`src/rtl/msi_coherence_fsm_if.sv`:
```
// Signal bundle between a processor's cache arrays and its MSI coherence controller.
// master = cache/processor side driving requests and snoops, slave = the controller.
interface msi_coherence_fsm_if #(
  parameter int DATA_W = 8,
  parameter int PROC_W = 2
);
  logic              req_active;
  logic [2:0]        cpu_action;
  logic [1:0]        req_state;
  logic [PROC_W-1:0] req_proc;
  logic              req_wb;
  logic [1:0]        req_next_state;
  logic [2:0]        bus_msg_out;
  logic [PROC_W-1:0] req_proc_out;

  logic              snp_active;
  logic              snp_cache_hit;
  logic [1:0]        snp_state;
  logic [PROC_W-1:0] snp_proc;
  logic [2:0]        bus_msg_in;
  logic [DATA_W-1:0] snp_data;
  logic              snp_wb;
  logic              abort_mem_access;
  logic              snp_hit;
  logic [1:0]        snp_next_state;
  logic [PROC_W-1:0] snp_proc_out;
  logic [DATA_W-1:0] snp_data_out;

  modport master (
    output req_active, cpu_action, req_state, req_proc,
    input  req_wb, req_next_state, bus_msg_out, req_proc_out,
    output snp_active, snp_cache_hit, snp_state, snp_proc, bus_msg_in, snp_data,
    input  snp_wb, abort_mem_access, snp_hit, snp_next_state, snp_proc_out, snp_data_out
  );

  modport slave (
    input  req_active, cpu_action, req_state, req_proc,
    output req_wb, req_next_state, bus_msg_out, req_proc_out,
    input  snp_active, snp_cache_hit, snp_state, snp_proc, bus_msg_in, snp_data,
    output snp_wb, abort_mem_access, snp_hit, snp_next_state, snp_proc_out, snp_data_out
  );
endinterface

```
`src/rtl/msi_coherence_fsm.sv`:
```
// MSI requester/snooper controller for one line slot; every output registered, 1-cycle latency.
// Build option FWD_SHARED_EN: S-state snoop hits on RD_MISS also forward data and abort memory.
module msi_coherence_fsm #(
  parameter int DATA_W = 8,
  parameter int PROC_W = 2
) (
  input logic              clock,
  input logic              reset,
  msi_coherence_fsm_if.slave bus
);
  localparam logic [1:0] ST_I = 2'b00;
  localparam logic [1:0] ST_S = 2'b01;
  localparam logic [1:0] ST_M = 2'b10;

  localparam logic [2:0] MSG_NONE    = 3'b000;
  localparam logic [2:0] MSG_RD_MISS = 3'b001;
  localparam logic [2:0] MSG_WR_MISS = 3'b010;
  localparam logic [2:0] MSG_INVAL   = 3'b011;

  localparam logic [2:0] CPU_RD_HIT  = 3'b001;
  localparam logic [2:0] CPU_RD_MISS = 3'b010;
  localparam logic [2:0] CPU_WR_HIT  = 3'b011;
  localparam logic [2:0] CPU_WR_MISS = 3'b100;

  logic [1:0] req_cur, req_nxt;
  logic       req_wb_nxt;
  logic [2:0] req_msg_nxt;

  always_comb begin
    req_cur     = (bus.req_state == 2'b11) ? ST_I : bus.req_state;
    req_nxt     = req_cur;
    req_wb_nxt  = 1'b0;
    req_msg_nxt = MSG_NONE;
    case (req_cur)
      ST_I: begin
        case (bus.cpu_action)
          CPU_RD_MISS: begin req_nxt = ST_S; req_msg_nxt = MSG_RD_MISS; end
          CPU_WR_MISS: begin req_nxt = ST_M; req_msg_nxt = MSG_WR_MISS; end
          default: ;
        endcase
      end
      ST_S: begin
        case (bus.cpu_action)
          CPU_RD_HIT:  req_nxt = ST_S;
          CPU_RD_MISS: begin req_nxt = ST_S; req_msg_nxt = MSG_RD_MISS; end
          CPU_WR_HIT:  begin req_nxt = ST_M; req_msg_nxt = MSG_INVAL; end
          CPU_WR_MISS: begin req_nxt = ST_M; req_msg_nxt = MSG_WR_MISS; end
          default: ;
        endcase
      end
      ST_M: begin
        // A miss in M evicts a dirty victim, hence the write-back.
        case (bus.cpu_action)
          CPU_RD_HIT, CPU_WR_HIT: req_nxt = ST_M;
          CPU_RD_MISS: begin req_nxt = ST_S; req_wb_nxt = 1'b1; req_msg_nxt = MSG_RD_MISS; end
          CPU_WR_MISS: begin req_nxt = ST_M; req_wb_nxt = 1'b1; req_msg_nxt = MSG_WR_MISS; end
          default: ;
        endcase
      end
      default: ;
    endcase
  end

  logic [1:0] snp_cur, snp_nxt;
  logic       snp_hit_c, snp_wb_nxt, snp_abort_nxt, snp_fwd;

  always_comb begin
    snp_cur       = (bus.snp_state == 2'b11) ? ST_I : bus.snp_state;
    snp_hit_c     = bus.snp_cache_hit && (snp_cur != ST_I);
    snp_nxt       = snp_cur;
    snp_wb_nxt    = 1'b0;
    snp_abort_nxt = 1'b0;
    snp_fwd       = 1'b0;
    if (snp_hit_c) begin
      case (bus.bus_msg_in)
        MSG_RD_MISS: begin
          snp_nxt = ST_S;
          if (snp_cur == ST_M) begin
            snp_wb_nxt    = 1'b1;
            snp_abort_nxt = 1'b1;
            snp_fwd       = 1'b1;
          end
`ifdef FWD_SHARED_EN
          else begin
            snp_abort_nxt = 1'b1;
            snp_fwd       = 1'b1;
          end
`endif
        end
        MSG_WR_MISS: begin
          snp_nxt = ST_I;
          if (snp_cur == ST_M) begin
            snp_wb_nxt    = 1'b1;
            snp_abort_nxt = 1'b1;
            snp_fwd       = 1'b1;
          end
        end
        MSG_INVAL: snp_nxt = ST_I;
        default: ;
      endcase
    end
  end

  always_ff @(posedge clock or negedge reset) begin
    if (!reset) begin
      bus.req_wb           <= 1'b0;
      bus.req_next_state   <= ST_I;
      bus.bus_msg_out      <= MSG_NONE;
      bus.req_proc_out     <= '0;
      bus.snp_wb           <= 1'b0;
      bus.abort_mem_access <= 1'b0;
      bus.snp_hit          <= 1'b0;
      bus.snp_next_state   <= ST_I;
      bus.snp_proc_out     <= '0;
      bus.snp_data_out     <= '0;
    end else begin
      if (bus.req_active) begin
        bus.req_wb         <= req_wb_nxt;
        bus.req_next_state <= req_nxt;
        bus.bus_msg_out    <= req_msg_nxt;
        bus.req_proc_out   <= bus.req_proc;
      end else begin
        bus.req_wb      <= 1'b0;
        bus.bus_msg_out <= MSG_NONE;
      end
      // Forwarded data is only refreshed when a cache actually supplies it.
      if (bus.snp_active) begin
        bus.snp_wb           <= snp_wb_nxt;
        bus.abort_mem_access <= snp_abort_nxt;
        bus.snp_hit          <= snp_hit_c;
        bus.snp_next_state   <= snp_nxt;
        bus.snp_proc_out     <= bus.snp_proc;
        if (snp_fwd) bus.snp_data_out <= bus.snp_data;
      end else begin
        bus.snp_wb           <= 1'b0;
        bus.abort_mem_access <= 1'b0;
        bus.snp_hit          <= 1'b0;
      end
    end
  end
endmodule

```
`src/flat_wrapper.sv`:
```
// flat-port wrapper written by rule: the top's interface ports become plain ports
module msi_coherence_fsm_flat 
#(
  parameter int DATA_W = 8,
  parameter int PROC_W = 2
)
  (clock, reset, bus_req_active, bus_cpu_action, bus_req_state, bus_req_proc, bus_req_wb, bus_req_next_state, bus_bus_msg_out, bus_req_proc_out, bus_snp_active, bus_snp_cache_hit, bus_snp_state, bus_snp_proc, bus_bus_msg_in, bus_snp_data, bus_snp_wb, bus_abort_mem_access, bus_snp_hit, bus_snp_next_state, bus_snp_proc_out, bus_snp_data_out);
  msi_coherence_fsm_if #(.DATA_W(DATA_W), .PROC_W(PROC_W)) bus_i ();
  input logic clock;
  input logic reset;
  input wire logic [$bits(bus_i.req_active)-1:0] bus_req_active;
  input wire logic [$bits(bus_i.cpu_action)-1:0] bus_cpu_action;
  input wire logic [$bits(bus_i.req_state)-1:0] bus_req_state;
  input wire logic [$bits(bus_i.req_proc)-1:0] bus_req_proc;
  output wire logic [$bits(bus_i.req_wb)-1:0] bus_req_wb;
  output wire logic [$bits(bus_i.req_next_state)-1:0] bus_req_next_state;
  output wire logic [$bits(bus_i.bus_msg_out)-1:0] bus_bus_msg_out;
  output wire logic [$bits(bus_i.req_proc_out)-1:0] bus_req_proc_out;
  input wire logic [$bits(bus_i.snp_active)-1:0] bus_snp_active;
  input wire logic [$bits(bus_i.snp_cache_hit)-1:0] bus_snp_cache_hit;
  input wire logic [$bits(bus_i.snp_state)-1:0] bus_snp_state;
  input wire logic [$bits(bus_i.snp_proc)-1:0] bus_snp_proc;
  input wire logic [$bits(bus_i.bus_msg_in)-1:0] bus_bus_msg_in;
  input wire logic [$bits(bus_i.snp_data)-1:0] bus_snp_data;
  output wire logic [$bits(bus_i.snp_wb)-1:0] bus_snp_wb;
  output wire logic [$bits(bus_i.abort_mem_access)-1:0] bus_abort_mem_access;
  output wire logic [$bits(bus_i.snp_hit)-1:0] bus_snp_hit;
  output wire logic [$bits(bus_i.snp_next_state)-1:0] bus_snp_next_state;
  output wire logic [$bits(bus_i.snp_proc_out)-1:0] bus_snp_proc_out;
  output wire logic [$bits(bus_i.snp_data_out)-1:0] bus_snp_data_out;
  assign bus_i.req_active = bus_req_active;
  assign bus_i.cpu_action = bus_cpu_action;
  assign bus_i.req_state = bus_req_state;
  assign bus_i.req_proc = bus_req_proc;
  assign bus_req_wb = bus_i.req_wb;
  assign bus_req_next_state = bus_i.req_next_state;
  assign bus_bus_msg_out = bus_i.bus_msg_out;
  assign bus_req_proc_out = bus_i.req_proc_out;
  assign bus_i.snp_active = bus_snp_active;
  assign bus_i.snp_cache_hit = bus_snp_cache_hit;
  assign bus_i.snp_state = bus_snp_state;
  assign bus_i.snp_proc = bus_snp_proc;
  assign bus_i.bus_msg_in = bus_bus_msg_in;
  assign bus_i.snp_data = bus_snp_data;
  assign bus_snp_wb = bus_i.snp_wb;
  assign bus_abort_mem_access = bus_i.abort_mem_access;
  assign bus_snp_hit = bus_i.snp_hit;
  assign bus_snp_next_state = bus_i.snp_next_state;
  assign bus_snp_proc_out = bus_i.snp_proc_out;
  assign bus_snp_data_out = bus_i.snp_data_out;
  msi_coherence_fsm #(.DATA_W(DATA_W), .PROC_W(PROC_W)) u_core (.clock(clock), .reset(reset), .bus(bus_i));
endmodule
```
`config.mk`:
```
export PLATFORM = sky130hd
export DESIGN_NAME = msi_coherence_fsm_flat
export DESIGN_NICKNAME = d
export VERILOG_FILES = /design/src/rtl/msi_coherence_fsm_if.sv /design/src/rtl/msi_coherence_fsm.sv /design/src/flat_wrapper.sv
export SDC_FILE = /design/constraint.sdc
export NUM_CORES = 1
export LEC_CHECK = 0
export CORE_MARGIN = 1.5
export CORE_UTILIZATION = 42
export CTS_BUF_LIST = sky130_fd_sc_hd__clkbuf_8
export DETAILED_ROUTE_END_ITERATION = 10
export PLACE_DENSITY_LB_ADDON = 0.2
export SETUP_SLACK_MARGIN = 0.4
export SKIP_CTS_REPAIR_TIMING = 1
export SLEW_MARGIN = 20
export SYNTH_ARGS = -nofsm -noshare
export SYNTH_HDL_FRONTEND = slang
export SYNTH_SLANG_ARGS = --single-unit
```
`constraint.sdc`:
```
create_clock -name clock -period 0.91 [get_ports clock]
set_input_delay 0.182 -clock clock [delete_from_list [all_inputs] [get_ports clock]]
set_output_delay 0.182 -clock clock [all_outputs]
set_load 0.1 [all_outputs]
```
==> reports/summary.txt, run 1 <==
===================================================================
Number of warnings printed during yosys synthesis                 0
Placed wire-length estimate after detailed placement        2.76 mm
Number of H-tree levels                                           1
Stopped at                                             global routing (5_1_grt)
Starting density of the core                                  44.4%
Count of buffers from port buffering                             48
CTS Root Cell                                          sky130_fd_sc_hd__clkbuf_8
Clock sink count                                                 21
Status                                                 stopped before the end
DIE HEIGHT                                                  54.2 um
Cells after Synth                                                95
Placed standard-cell area                                 2180 um^2
Total standard cell area after synthesis                  1100 um^2
FP Rows                                                          18
Antenna violations before repair                                  1
Clock buffer count from CTS                                       3
Number of buffers on the longest clock path                       2
Total instance count after detailed placement                   190
Largest net degree at the start of global routing                22
Error                                                  [ERROR DPL-0033] detailed placement checks failed during check placement.
Routability Congestion                                        0.827
Number of top-level pins                                         50
Synthesized net count                                           128
Pin type at the end of the worst path                  sequential cell input
Crit. endpoint post-GRT repair                         u_core.bus.snp_data_out[2]$_DFFE_PN0P_/D
Sequential share of the synthesized area                      47.7%
Syn avg cell area                                         11.6 um^2
Flip-flop and latch count after synthesis                        21
Die X-Extent                                                54.2 um
Synth unique cells                                               32
===================================================================
[stage by stage]
stage | setup WS (ns) | hold WS (ns) | util, %
CTS | -0.930 | 0.309 | 90.0
detailed placement | -1.21 | 0.576 | 88.2
global placement | -1.16 | 0.542 | 88.2
floorplan | -0.448 | -0.114 | -
[cells in the mapped netlist, drive strengths merged]
| cell | instances | area share, % |
|---|---|---|
| nand2 | 3 | 1.0 |
| mux2i | 1 | 0.91 |
| nor3 | 2 | 0.91 |
| and4b | 1 | 0.91 |
| o32a | 1 | 0.91 |
| ha | 6 | 6.8 |
| or3 | 1 | 0.57 |
| nand3 | 1 | 0.45 |
| o21a | 1 | 0.68 |
| a211o | 1 | 0.80 |
| o2111a | 1 | 1.0 |
| nor3b | 2 | 1.4 |
| xnor2 | 1 | 0.80 |
| inv | 6 | 2.0 |
| nand2b | 2 | 1.1 |
| xor2 | 1 | 0.80 |
| mux2 | 13 | 16 |
| nor2 | 3 | 1.0 |
| clkbuf | 3 | 1.1 |
| buf | 4 | 2.8 |
| nor2b | 1 | 0.57 |
| o21ai | 8 | 3.6 |
| or3b | 1 | 0.80 |
| conb | 1 | 0.34 |
| dfrtp | 21 | 48 |
| o32ai | 1 | 0.80 |
| and3b | 1 | 0.80 |
| a21oi | 7 | 3.2 |
[kinds of logic after synthesis]
family	count (synthesis)	synth area share [%]
XOR/XNOR	2	1.59
flip-flops	21	47.7
AND/OR/NAND/NOR	18	9.55
other	1	0.341
adder cells (fa/ha/maj)	6	6.82
AO/OA/AOI/OAI	20	11.0
multiplexers	14	16.9
buffers and inverters	13	6.02
==> run 2: changes to the inputs <==
CORE_AREA = 2 2 63 65   (was default)
CORE_MARGIN = default   (was 1.5)
CORE_UTILIZATION = default   (was 42)
CTS_BUF_LIST = default   (was sky130_fd_sc_hd__clkbuf_8)
DIE_AREA = 0 0 65 67   (was default)
PLACE_DENSITY_LB_ADDON = 0.15   (was 0.2)
SETUP_SLACK_MARGIN = default   (was 0.4)
==> run 2 against run 1 <==
  * The flow now finishes, with violations (negative setup slack)
  * Synthesized cell count unchanged
  * Area after synthesis unchanged
==> reports/summary.txt, run 2 <==
================================================================================
Endpoint class of the critical path                                         flop
Number of warnings printed during yosys synthesis                              0
Antenna violations before repair                                               0
Routability Congestion                                                     0.862
Status                                                              finished with violations
FP Rows                                                                       22
Post-synth EDFFs                                                               0
Number of top-level pins                                                      50
Async SR Flop Fraction                                                      100%
PnR worst setup slack                                                  -0.446 ns
Synth unique cells                                                            32
Final std cell area, no fill                                           2380 um^2
Type of element launching the critical path                            input pin
Most instantiated flip-flop cell in the synthesis netlist           sky130_fd_sc_hd__dfrtp_1
Starting density of the core                                               30.5%
Post-layout total power                                                  3.67 mW
Total of max-cap violations                                                    0
Register area                                                           552 um^2
Largest register FFs                                                           8
Vias after detailed routing                                                 1002
Placed wire-length estimate after detailed placement                     2.25 mm
Placed standard-cell area                                              2120 um^2
Syn avg cell area                                                      11.6 um^2
Number of buffers on the longest clock path                                    2
Endpoints failing hold                                                         0
Total core area                                                        3610 um^2
Clock-pin slew on the worst setup and hold paths                         0.08 ns
Classification of the worst-slack hold path                         input pin to flop
Hold Worst Slack                                                        0.214 ns
Fillers                                                                      265
First-pass DRT Iterations                                                      4
Number of H-tree levels                                                        1
Violation count after the first detailed-routing iteration                    36
Clock buffer count from CTS                                                    3
Library cell with the largest summed area after synthesis           sky130_fd_sc_hd__dfrtp_1
Flip-flop and latch count after synthesis                                     21
Commonest cells in the netlist                                      21 x sky130_fd_sc_hd__dfrtp_1, 8 x sky130_fd_sc_hd__mux2_4, 8 x sky130_fd_sc_hd__o21ai_0, 7 x sky130_fd_sc_hd__a21oi_1
Layout cell share with drive strength beyond 1                             64.7%
Sequential share of the synthesized area                                   47.7%
Largest net degree at the start of global routing                             22
Per-cell routed wire length                                              13.3 um
Total standard cell area after synthesis                               1100 um^2
Period Utilization, post-route                                              149%
CTS Root Cell                                                       sky130_fd_sc_hd__clkbuf_8
Clock insertion delay at the later pin of the skew report                0.25 ns
Critical path peak fanout                                                      4
Synthesized net count                                                        128
Violated checks                                                     negative setup slack
Share of the core filled with cells in the final layout                    66.0%
Global router's overall resource usage                                     13.7%
Highest-count cells in the layout ignoring fill and taps            25 x sky130_fd_sc_hd__buf_12, 25 x sky130_fd_sc_hd__buf_4, 13 x sky130_fd_sc_hd__clkdlybuf4s50_1
Area used by multi-input combinational logic                            641 um^2
Max-slew violation count                                                       0
Average via count per standard cell                                         4.53
Cells after Synth                                                             95
Most repeated cell in the gate-level netlist after synthesis        sky130_fd_sc_hd__dfrtp_1
Static Leak                                                              1.09 nW
Die X-Extent                                                               65 um
Global-route wire length before repair                                   4.60 mm
Area Overhead vs Synth                                                      116%
Data arrival time at the worst-slack endpoint                            1.50 ns
Post-detailed-route count of antenna-violating nets                            0
Path type of the worst setup path                                   input pin to flop
Global route overflow                                                          0
Final WL                                                                 2.95 mm
Count of unresolved DRC violations after routing                               0
Worst ir drop on vdd                                                  0.000600 V
Clock sink count                                                              21
# setup viols final                                                           35
Number of diodes added for antenna fixing                                      0
Top cells by area in the synthesized netlist                        sky130_fd_sc_hd__dfrtp_1 48%, sky130_fd_sc_hd__mux2_4 11%, sky130_fd_sc_hd__ha_1 6.8%
Worst clock skew                                                            0 ns
Worst Path Required                                                      1.05 ns
Fraction of post-synthesis cell area in the top cell type by area          47.7%
Setup repair after global routing missed its margin                          yes
Final critical path time including I/O delays and setup                  1.36 ns
Die area                                                               4360 um^2
Pwr per Cell Area                                                   1540 nW/um^2
Via count of the first global-routing pass                                  1044
Register name with the most flops                                   u_core.bus.snp_data_out
DIE HEIGHT                                                                 67 um
Highest clock rate                                                     0.737 GHz
Number of nets in the final layout                                           207
Count of buffers from port buffering                                          48
Clock tree from TritonCTS                                                    yes
================================================================================
run 2: cell counts after synthesis:
Identical to the previous run, type by type.
run 2: critical path, stage by stage:
cell	delay (ns)
sky130_fd_sc_hd__buf_12	0.11
sky130_fd_sc_hd__inv_12	0.04
sky130_fd_sc_hd__ha_4	0.19
sky130_fd_sc_hd__and3b_1	0.23
sky130_fd_sc_hd__and4b_2	0.30
sky130_fd_sc_hd__clkbuf_16	0.16
sky130_fd_sc_hd__mux2_4	0.29
run 2: stage by stage:
stage / TNS [ns] / setup WS [ns] / std cells
after floorplan: -6.57 / -0.450 / 95
after global routing: -7.98 / -0.481 / 221
after global placement: -17.09 / -1.18 / 205
after CTS: -15.09 / -0.936 / 209
after detailed placement: -17.69 / -1.21 / 205
final: -6.93 / -0.446 / 221
run 2: layer usage:
metal  vias up  GRT usage, %  share of wire [%]
met5         -             0                  0
met3         2          1.35                5.0
li1        481             -                  -
met4         0          6.12                1.1
met1       489          16.0                 41
met2        30          25.1                 53
run 2: cells by family after synthesis:
family	Yosys count	synth area share, %
mux	14	16.9
xor+xnor	2	1.59
flops	21	47.7
fa+ha+maj	6	6.82
compound gates	20	11.0
other cells	1	0.341
buf+inv	13	6.02
simple gates	18	9.55
run 2: path summary, 6_finish.rpt:
check | startpoint | endpoint | slack [ns] | cells past startpoint
worst max-delay path | bus_snp_state[0] | u_core.bus.snp_data_out[0]$_DFFE_PN0P_ | -0.45 | 7
worst min-delay path | bus_cpu_action[0] | u_core.bus.req_wb$_DFF_PN0_ | 0.21 | 3
worst max register to register | u_core.bus.snp_data_out[3]$_DFFE_PN0P_ | u_core.bus.snp_data_out[3]$_DFFE_PN0P_ | -0.03 | 2
worst min register to register | u_core.bus.snp_next_state[1]$_DFFE_PN0P_ | u_core.bus.snp_next_state[1]$_DFFE_PN0P_ | 0.56 | 2
max in group asynchronous | reset | u_core.bus.req_proc_out[0]$_DFFE_PN0P_ | 0.49 | 2
min in group asynchronous | reset | u_core.bus.snp_next_state[1]$_DFFE_PN0P_ | 0.27 | 2
run 2: layout make-up:
class / count / share of cell area (%)
tap: 48 / 2.52
inverter: 6 / 2.10
sequential: 21 / 23.2
timing repair buffer: 81 / 43.3
multi-input combinational: 61 / 26.9
clock inverter: 1 / 0.210
clock buffer: 3 / 1.74
run 2: power by group:
group          switching, mW  internal, mW
Combinational           1.08         0.821
Sequential             0.112          1.05
Clock                  0.295         0.304
Power figures use the tool's default switching activity.
==> run 3: changes to the inputs <==
SKIP_LAST_GASP = 1   (was default)
==> results of run 3 <==
The final DEF is identical to that of run 2; final timing and power are the same.
